`config.mk`:
```
export PLATFORM = sky130hd
export DESIGN_NAME = regfile_dump_ctrl
export DESIGN_NICKNAME = d
export VERILOG_FILES = /design/src/rtl/regfile_dump_ctrl.sv
export SDC_FILE = /design/constraint.sdc
export NUM_CORES = 1
export LEC_CHECK = 0
export ABC_AREA = 1
export BUFFER_PORTS_ARGS = -buffer_cell sky130_fd_sc_hd__buf_2
export CORE_UTILIZATION = 57
export CTS_CLUSTER_SIZE = 12
export DETAILED_ROUTE_END_ITERATION = 8
export PLACE_DENSITY = 0.92
export RECOVER_POWER = 100
export SETUP_SLACK_MARGIN = 0.5
export SLEW_MARGIN = 30
export SYNTH_ARGS = -nofsm -noshare
export SYNTH_HDL_FRONTEND = slang
export SYNTH_SLANG_ARGS = --single-unit
export TNS_END_PERCENT = 5
```
`constraint.sdc`:
```
create_clock -name clk -period 4.3 [get_ports clk]
set_input_delay 0.86 -clock clk [delete_from_list [all_inputs] [get_ports clk]]
set_output_delay 0.86 -clock clk [all_outputs]
set_load 0.01 [all_outputs]
```
`src/rtl/regfile_dump_ctrl.sv`:
```
// rtl/regfile_dump_ctrl.sv - register file dump sequencer
// Walks the regfile read port while halted and streams each word MSB-byte-first to a byte sink.
module regfile_dump_ctrl #(
  parameter int WIDTH         = 32,
  parameter int WIDTH_ADD     = 5,
  parameter int NUM_REGISTERS = 32
) (
  input  logic                 clk,
  input  logic                 reset,
  input  logic                 start,
  output logic [WIDTH_ADD-1:0] rf_rd_addr,
  input  logic [WIDTH-1:0]     rf_rd_data,
  output logic [7:0]           tx_data,
  output logic                 tx_valid,
  input  logic                 tx_ready,
  output logic                 hold,
  output logic                 busy,
  output logic                 done
);

  localparam int BYTES = WIDTH / 8;
  localparam int CNT_W = (BYTES > 1) ? $clog2(BYTES) : 1;
  localparam logic [CNT_W-1:0]     LAST_BYTE = CNT_W'(BYTES - 1);
  localparam logic [WIDTH_ADD-1:0] LAST_ADDR = WIDTH_ADD'(NUM_REGISTERS - 1);

  typedef enum logic [1:0] {
    IDLE,
    LOAD,
    SEND,
    DONE
  } state_t;

  state_t            state;
  logic [WIDTH-1:0]  shift_reg;
  logic [WIDTH-1:0]  shifted;
  logic [CNT_W-1:0]  byte_cnt;
  logic              xfer;

  assign shifted = shift_reg << 8;
  assign xfer    = tx_valid & tx_ready;

  always_ff @(posedge clk) begin
    if (reset) begin
      state      <= IDLE;
      tx_valid   <= 1'b0;
      tx_data    <= 8'h00;
      rf_rd_addr <= '0;
      byte_cnt   <= '0;
      shift_reg  <= '0;
    end else begin
      case (state)
        IDLE: begin
          if (start) begin
            rf_rd_addr <= '0;
            state      <= LOAD;
          end
        end
        LOAD: begin
          shift_reg <= rf_rd_data;
          byte_cnt  <= '0;
          tx_valid  <= 1'b1;
          tx_data   <= rf_rd_data[WIDTH-1 -: 8];
          state     <= SEND;
        end
        SEND: begin
          // Next byte follows immediately on acceptance so the stream has no bubbles within a word.
          if (xfer) begin
            if (byte_cnt != LAST_BYTE) begin
              shift_reg <= shifted;
              tx_data   <= shifted[WIDTH-1 -: 8];
              byte_cnt  <= byte_cnt + CNT_W'(1);
            end else begin
              tx_valid <= 1'b0;
              if (rf_rd_addr != LAST_ADDR) begin
                rf_rd_addr <= rf_rd_addr + WIDTH_ADD'(1);
                state      <= LOAD;
              end else begin
                state <= DONE;
              end
            end
          end
        end
        DONE: begin
          rf_rd_addr <= '0;
          state      <= IDLE;
        end
        default: state <= IDLE;
      endcase
    end
  end

  assign busy = (state == LOAD) || (state == SEND);
  assign hold = busy;
  assign done = (state == DONE);

endmodule

```
==> results of run 1 <==
worst max-delay path: stages (launching register included):
cell      delay, ns
dfxtp_1        0.34
inv_1          0.14
ha_1           0.65
clkbuf_1       0.70
nand2_1        0.34
nand3_1        0.30
nor2_1         0.18
o21ai_0        0.17
nor2_1         0.06
cell families after synthesis:
kind of cell,Yosys count,synth area share [%]
adder cells (fa/ha/maj),9,5.18
flip-flops,42,38.7
AO/OA/AOI/OAI,39,9.85
AND/OR/NAND/NOR,188,38.0
buffers and inverters,27,8.24
stage by stage:
step           instance area [um2]  util [%]  hold WS (ns)  power, uW
4_1_cts                       2440      66.7         0.477       1790
3_3_place_gp                  2370      64.7         0.455       1530
2_1_floorplan                 2170         -         0.438       1440
6_report                      2370      64.6         0.474       1730
3_5_place_dp                  2370      64.7         0.466       1560
5_1_grt                       2370      64.6         0.489       1880
power groups by stage:
stage                     Clock [uW]  Sequential [uW]  Combinational (uW)
final                            238              670                 821
after CTS                        242              667                 885
after detailed placement           0              675                 882
after global placement             0              668                 857
after global routing             260              685                 937
after floorplan                    0              683                 755
layer usage:
metal  vias to the layer above  global-route usage [%]
li1                       1043                       -
met1                       897                    28.0
met2                        57                    38.7
met3                         7                    5.71
met4                         0                    5.97
met5                         -                       0
worst min path at each step:
| stage | to | slack (ns) | cells past startpoint |
|---|---|---|---|
| after global routing | shift_reg[1] | 0.49 | 2 |
| after global placement | shift_reg[0] | 0.46 | 2 |
| after CTS | shift_reg[1] | 0.48 | 2 |
| after detailed placement | shift_reg[1] | 0.47 | 2 |
| final | shift_reg[1] | 0.47 | 2 |
| after floorplan | shift_reg[0] | 0.44 | 2 |
placed cells by master, fill, tap and decap left out:
master	n
ha_1	9
a21oi_1	6
dfxtp_1	42
inv_1	7
nand2_1	102
buf_2	35
nand2_4	3
nor2_1	64
clkbuf_8	5
nand2_8	1
nand4_1	1
a21oi_2	5
nor3_1	2
clkbuf_1	20
nor3b_1	2
o21ai_0	23
nand3_1	13
inv_6	1
inv_8	1
o21ai_1	5
final cells by class:
class                   count  area (um2)
flip-flops and latches     42         841
inverters                   9        46.3
multi-input cells         236        1100
clock buffers               7        76.3
well taps                  48        60.1
fillers                   376        1290
repair buffers             53         243
==> flow_summary.yaml, run 1 <==
clocking:
  cts.clk_slew.worst_paths_ns: 0.07
  clock-root-buffer: "clkbuf_8"
  ctsHtreeMaxLevel: 2
  clock-sinks: 42
  clk_path_buf_depth: 2
  post_cts_resized: 0
  cts_tree: "built"
  post_cts_buffers: 0
  cts_buffers: 5
  clk_latency_ns: 0.29
  cts_hold_buf: 0
die:
  die_height_um: 63.7
  dieArea_um2: 4060
  die-width_um: 63.7
  rows: 22
  coreArea_um2: 3660
  start_util_pct: 59.3
  pin_count: 53
synthesis:
  seq_area_frac_synth_pct: 38.7
  synth_top_area_cell: "dfxtp_1"
  synth_cell_types: 25
  avgSynthCellArea_um2: 7.12
  synth_top_cells_by_count: "nand2_1, nor2_1, dfxtp_1"
  ys_ff_latch: 42
  async_reset_ff_share_pct: 0
  synthCells: 305
  syn-cell-area_um2: 2170
  ys_warn_count: 0
  synth_fp_nets: 350
  synth_top_cell_area_share_pct: 38.7
  ys_top_cells_by_area: "dfxtp_1, nand2_1, nor2_1, o21ai_0, ha_1"
  yosys.cell_count.top_type: "nand2_1"
  ys.flop_type: "dfxtp_1"
  synth_edf_count: 0
layout:
  stdcell_count: 395
  diodes: 0
  layout-drive-gt1-share_pct: 14.7
  syn2layout_area_growth_pct: 8.93
  largest_reg_flops: 24
  finalNetCount: 392
critical_path:
  required_ns: 4.48
  endpoint: "rf_rd_addr[0]"
  cp_max_fo: 18
  cp-start-kind: "flop"
  critPathArrivalTime_ns: 3.19
  worstSetupStartpoint: "state[0]"
  rr_endpoint: "rf_rd_addr[0]"
  endpoint_kind: "flop"
  rr_startpoint: "state[0]"
  critPathKind: "flop to flop"
  rrSetupSlack_ns: 1.29
  r2r_cells: 8
routing:
  wl_met1_mm: 2.01
  ant_nets: 0
  via_per_inst: 5.07
  wl_met2_mm: 2.13
  drt-total-wl_mm: 4.42
  drc_errors: 0
  route.vias.total: 2004
  met3RoutedLength_um: 234
  drt_iter0_drc: 100
  wl_per_cell_um: 11.2
  dr.max_layer_used: "met4"
  dr.pass1.iters: 4
placed_design:
  dpl_worst_slack_ns: 1.84
  port_buffers: 52
  globalplace.congestion: 0.796
  dpl.hpwl_mm: 3.02
  placed_cells: 388
power:
  swShare_pct: 45.3
  p_seq_share_pct: 38.8
  power_density_nw_per_um2: 731
  comb_power_share_pct: 47.5
  pwr-share-clk_pct: 13.8
  ir_drop_mv: 0.353
  p_leak_uw: 0.00111
  p_int_uw: 945
  power.switching_uw: 783
global_routing:
  antenna_found_initial: 0
  grt_first_pass_wirelength_mm: 7.21
  grt_pass1_vias: 1673
  grt_use_total_pct: 22.6
  grt_max_degree: 38
  grt-ovfl-total: 0
hold_path:
  hp-start: "shift_reg[1]"
  min_path_type: "flop to flop"
timing:
  period_share_pct: 69.9
  worst_pin_slew_ns: 0.836
  hold_viol: 0
  period_minus_slack_ns: 3.01
  fin_skew_ns: 0.00363
  finalWorstSetupSlack_ns: 1.29
  rsz0062_at_grt: "false"
  max_freq_ghz: 0.333
  tns_ns: 0
  slew_violations: 0
  setup_violations: 0
  relSlewSlack_pct: 44.3
run_status:
  status: "complete, no violations"
flow_run:
  maxCapViolCount: 0
Note: power is estimated with default switching activity, not from simulation.
==> inputs of run 2 (changes only) <==
--- a/config.mk
+++ b/config.mk
@@ -7,10 +7,10 @@
 export LEC_CHECK = 0
 export ABC_AREA = 1
 export BUFFER_PORTS_ARGS = -buffer_cell sky130_fd_sc_hd__buf_2
-export CORE_UTILIZATION = 57
+export CORE_UTILIZATION = 53
 export CTS_CLUSTER_SIZE = 12
 export DETAILED_ROUTE_END_ITERATION = 8
-export PLACE_DENSITY = 0.92
+export PLACE_DENSITY = 0.87
 export RECOVER_POWER = 100
 export SETUP_SLACK_MARGIN = 0.5
 export SLEW_MARGIN = 30
==> constraint.sdc (replaced) <==
create_clock -name clk -period 2.8 [get_ports clk]
set_input_delay 0.56 -clock clk [delete_from_list [all_inputs] [get_ports clk]]
set_output_delay 0.56 -clock clk [all_outputs]
set_load 0.01 [all_outputs]
==> run 2 against run 1 <==
Hold slack gained 0.0058 ns. Cell count grew 0.25%. Setup slack lost 0.67 ns. Register-to-register slack lost 0.67 ns. Design area grew 1.5%. Wire length shrank 2.1%. Fmax grew 38%. Total power grew 58%. Clock power grew 89%. Via count shrank 3.4%. Largest cell class unchanged.
==> flow_summary.yaml, run 2 (synthesized netlist as in run 1, its figures left out) <==
clocking:
  cts.clk_slew.worst_paths_ns: 0.07
  clock-root-buffer: "clkbuf_8"
  cts_buffers: 5
  clock-sinks: 42
  cts_tree: "built"
  clk_path_buf_depth: 2
  ctsHtreeMaxLevel: 2
  post_cts_buffers: 0
  clk_latency_ns: 0.30
die:
  die-width_um: 66.0
  rows: 22
  die_height_um: 66.0
  coreArea_um2: 3800
  start_util_pct: 57.2
  dieArea_um2: 4360
  pin_count: 53
timing:
  worst_pin_slew_ns: 0.749
  hold_viol: 0
  fin_skew_ns: 0.00222
  tns_ns: 0
  period_share_pct: 77.6
  period_minus_slack_ns: 2.17
  setup_violations: 0
  max_freq_ghz: 0.460
  slew_violations: 0
  rsz0062_at_grt: "false"
  relSlewSlack_pct: 50.0
critical_path:
  rr_endpoint: "shift_reg[7]"
  cp_max_fo: 37
  rr_startpoint: "state[0]"
  r2r_cells: 9
  critPathKind: "flop to flop"
  critPathArrivalTime_ns: 2.41
  endpoint_kind: "flop"
  rrSetupSlack_ns: 0.63
  cp-start-kind: "flop"
  required_ns: 3.04
hold_path:
  min_path_type: "flop to flop"
  hp-start: "shift_reg[0]"
  hold_depth: 2
  min_to: "shift_reg[0]"
layout:
  syn2layout_area_growth_pct: 10.5
  diodes: 0
  layout-drive-gt1-share_pct: 15.8
  finalNetCount: 392
  largest_reg_flops: 24
  final_common_cell: "nand2_1"
  layout_common_cells: "nand2_1, nor2_1, dfxtp_1"
routing:
  ant_nets: 0
  dr.pass1.iters: 4
  drt-total-wl_mm: 4.33
  drc_errors: 0
  wl_per_cell_um: 10.9
  via_per_inst: 4.89
  drt_iter0_drc: 108
  route.vias.total: 1936
global_routing:
  grt_pass1_vias: 1729
  grt-ovfl-total: 0
  grt_use_total_pct: 22.2
  grt_max_degree: 38
  grt_first_pass_wirelength_mm: 7.36
  antenna_found_initial: 0
power:
  ir_drop_mv: 0.603
  power_density_nw_per_um2: 1140
  total_power_uw: 2730
  p_leak_uw: 0.00113
placed_design:
  port_buffers: 52
  dpl.hpwl_mm: 2.93
  globalplace.congestion: 0.764
flow_run:
  maxCapViolCount: 0
run_status:
  status: "complete, no violations"
==> run 2: cell types whose count changed in the layout (fill, tap and decap cells not counted), sizes merged <==
cell and delta:
buf +1
==> run 2: repair_timing <==
action,in CTS,in global routing
endpoints found under the setup margin,0,5
resized for setup,0,1
hold buffers,0,0
==> run 2: stage by stage <==
stage / setup WS [ns] / instance area, um2 / util, % / cells / hold slack [ns]
floorplan: 1.26 / 2170 / - / 305 / 0.438
global placement: 0.777 / 2370 / 62.3 / 388 / 0.457
detailed placement: 0.696 / 2370 / 62.3 / 388 / 0.462
CTS: 0.674 / 2480 / 65.2 / 396 / 0.485
global route: 0.395 / 2400 / 63.2 / 396 / 0.492
finish: 0.627 / 2400 / 63.2 / 396 / 0.480
==> run 2: how the worst max path moves through the flow <==
stage,startpoint,cells after the start,to
2_1_floorplan,state[0],3,hold
3_3_place_gp,state[0],9,shift_reg[0]
3_5_place_dp,state[0],9,shift_reg[2]
4_1_cts,state[0],9,shift_reg[2]
5_1_grt,state[0],9,shift_reg[3]
6_report,state[0],9,shift_reg[7]
==> run 2: area by class of cell <==
| type | instances | area (um2) |
|---|---|---|
| fill | 375 | 1400 |
| multi-input combinational | 236 | 1100 |
| sequential | 42 | 841 |
| timing repair buffer | 53 | 246 |
| clock buffer | 8 | 110 |
| tap | 48 | 60.1 |
| inverter | 9 | 46.3 |
==> run 2: metal layers <==
metal  vias up  global-route usage (%)  part of all wire (%)
met1       837                    25.8                    46
met4         0                    6.38                   1.1
met3         4                    8.10                   5.7
met5         -                       0                     0
met2        52                    37.9                    47
li1       1043                       -                     -
==> run 2: critical path, stage by stage (launching register included) <==
cell	delay, ns
dfxtp_1	0.39
inv_1	0.12
ha_1	0.41
inv_8	0.26
nand2_1	0.08
nand2_1	0.16
nand2_8	0.17
inv_6	0.25
nand3_1	0.13
a21oi_2	0.13
==> run 2: where the power goes <==
| group | switching, uW | leakage (uW) | internal, uW | total [uW] |
|---|---|---|---|---|
| Combinational | 839 | 0.000725 | 410 | 1250 |
| Sequential | 164 | 0.000346 | 866 | 1030 |
| Clock | 200 | 0.0000575 | 249 | 449 |
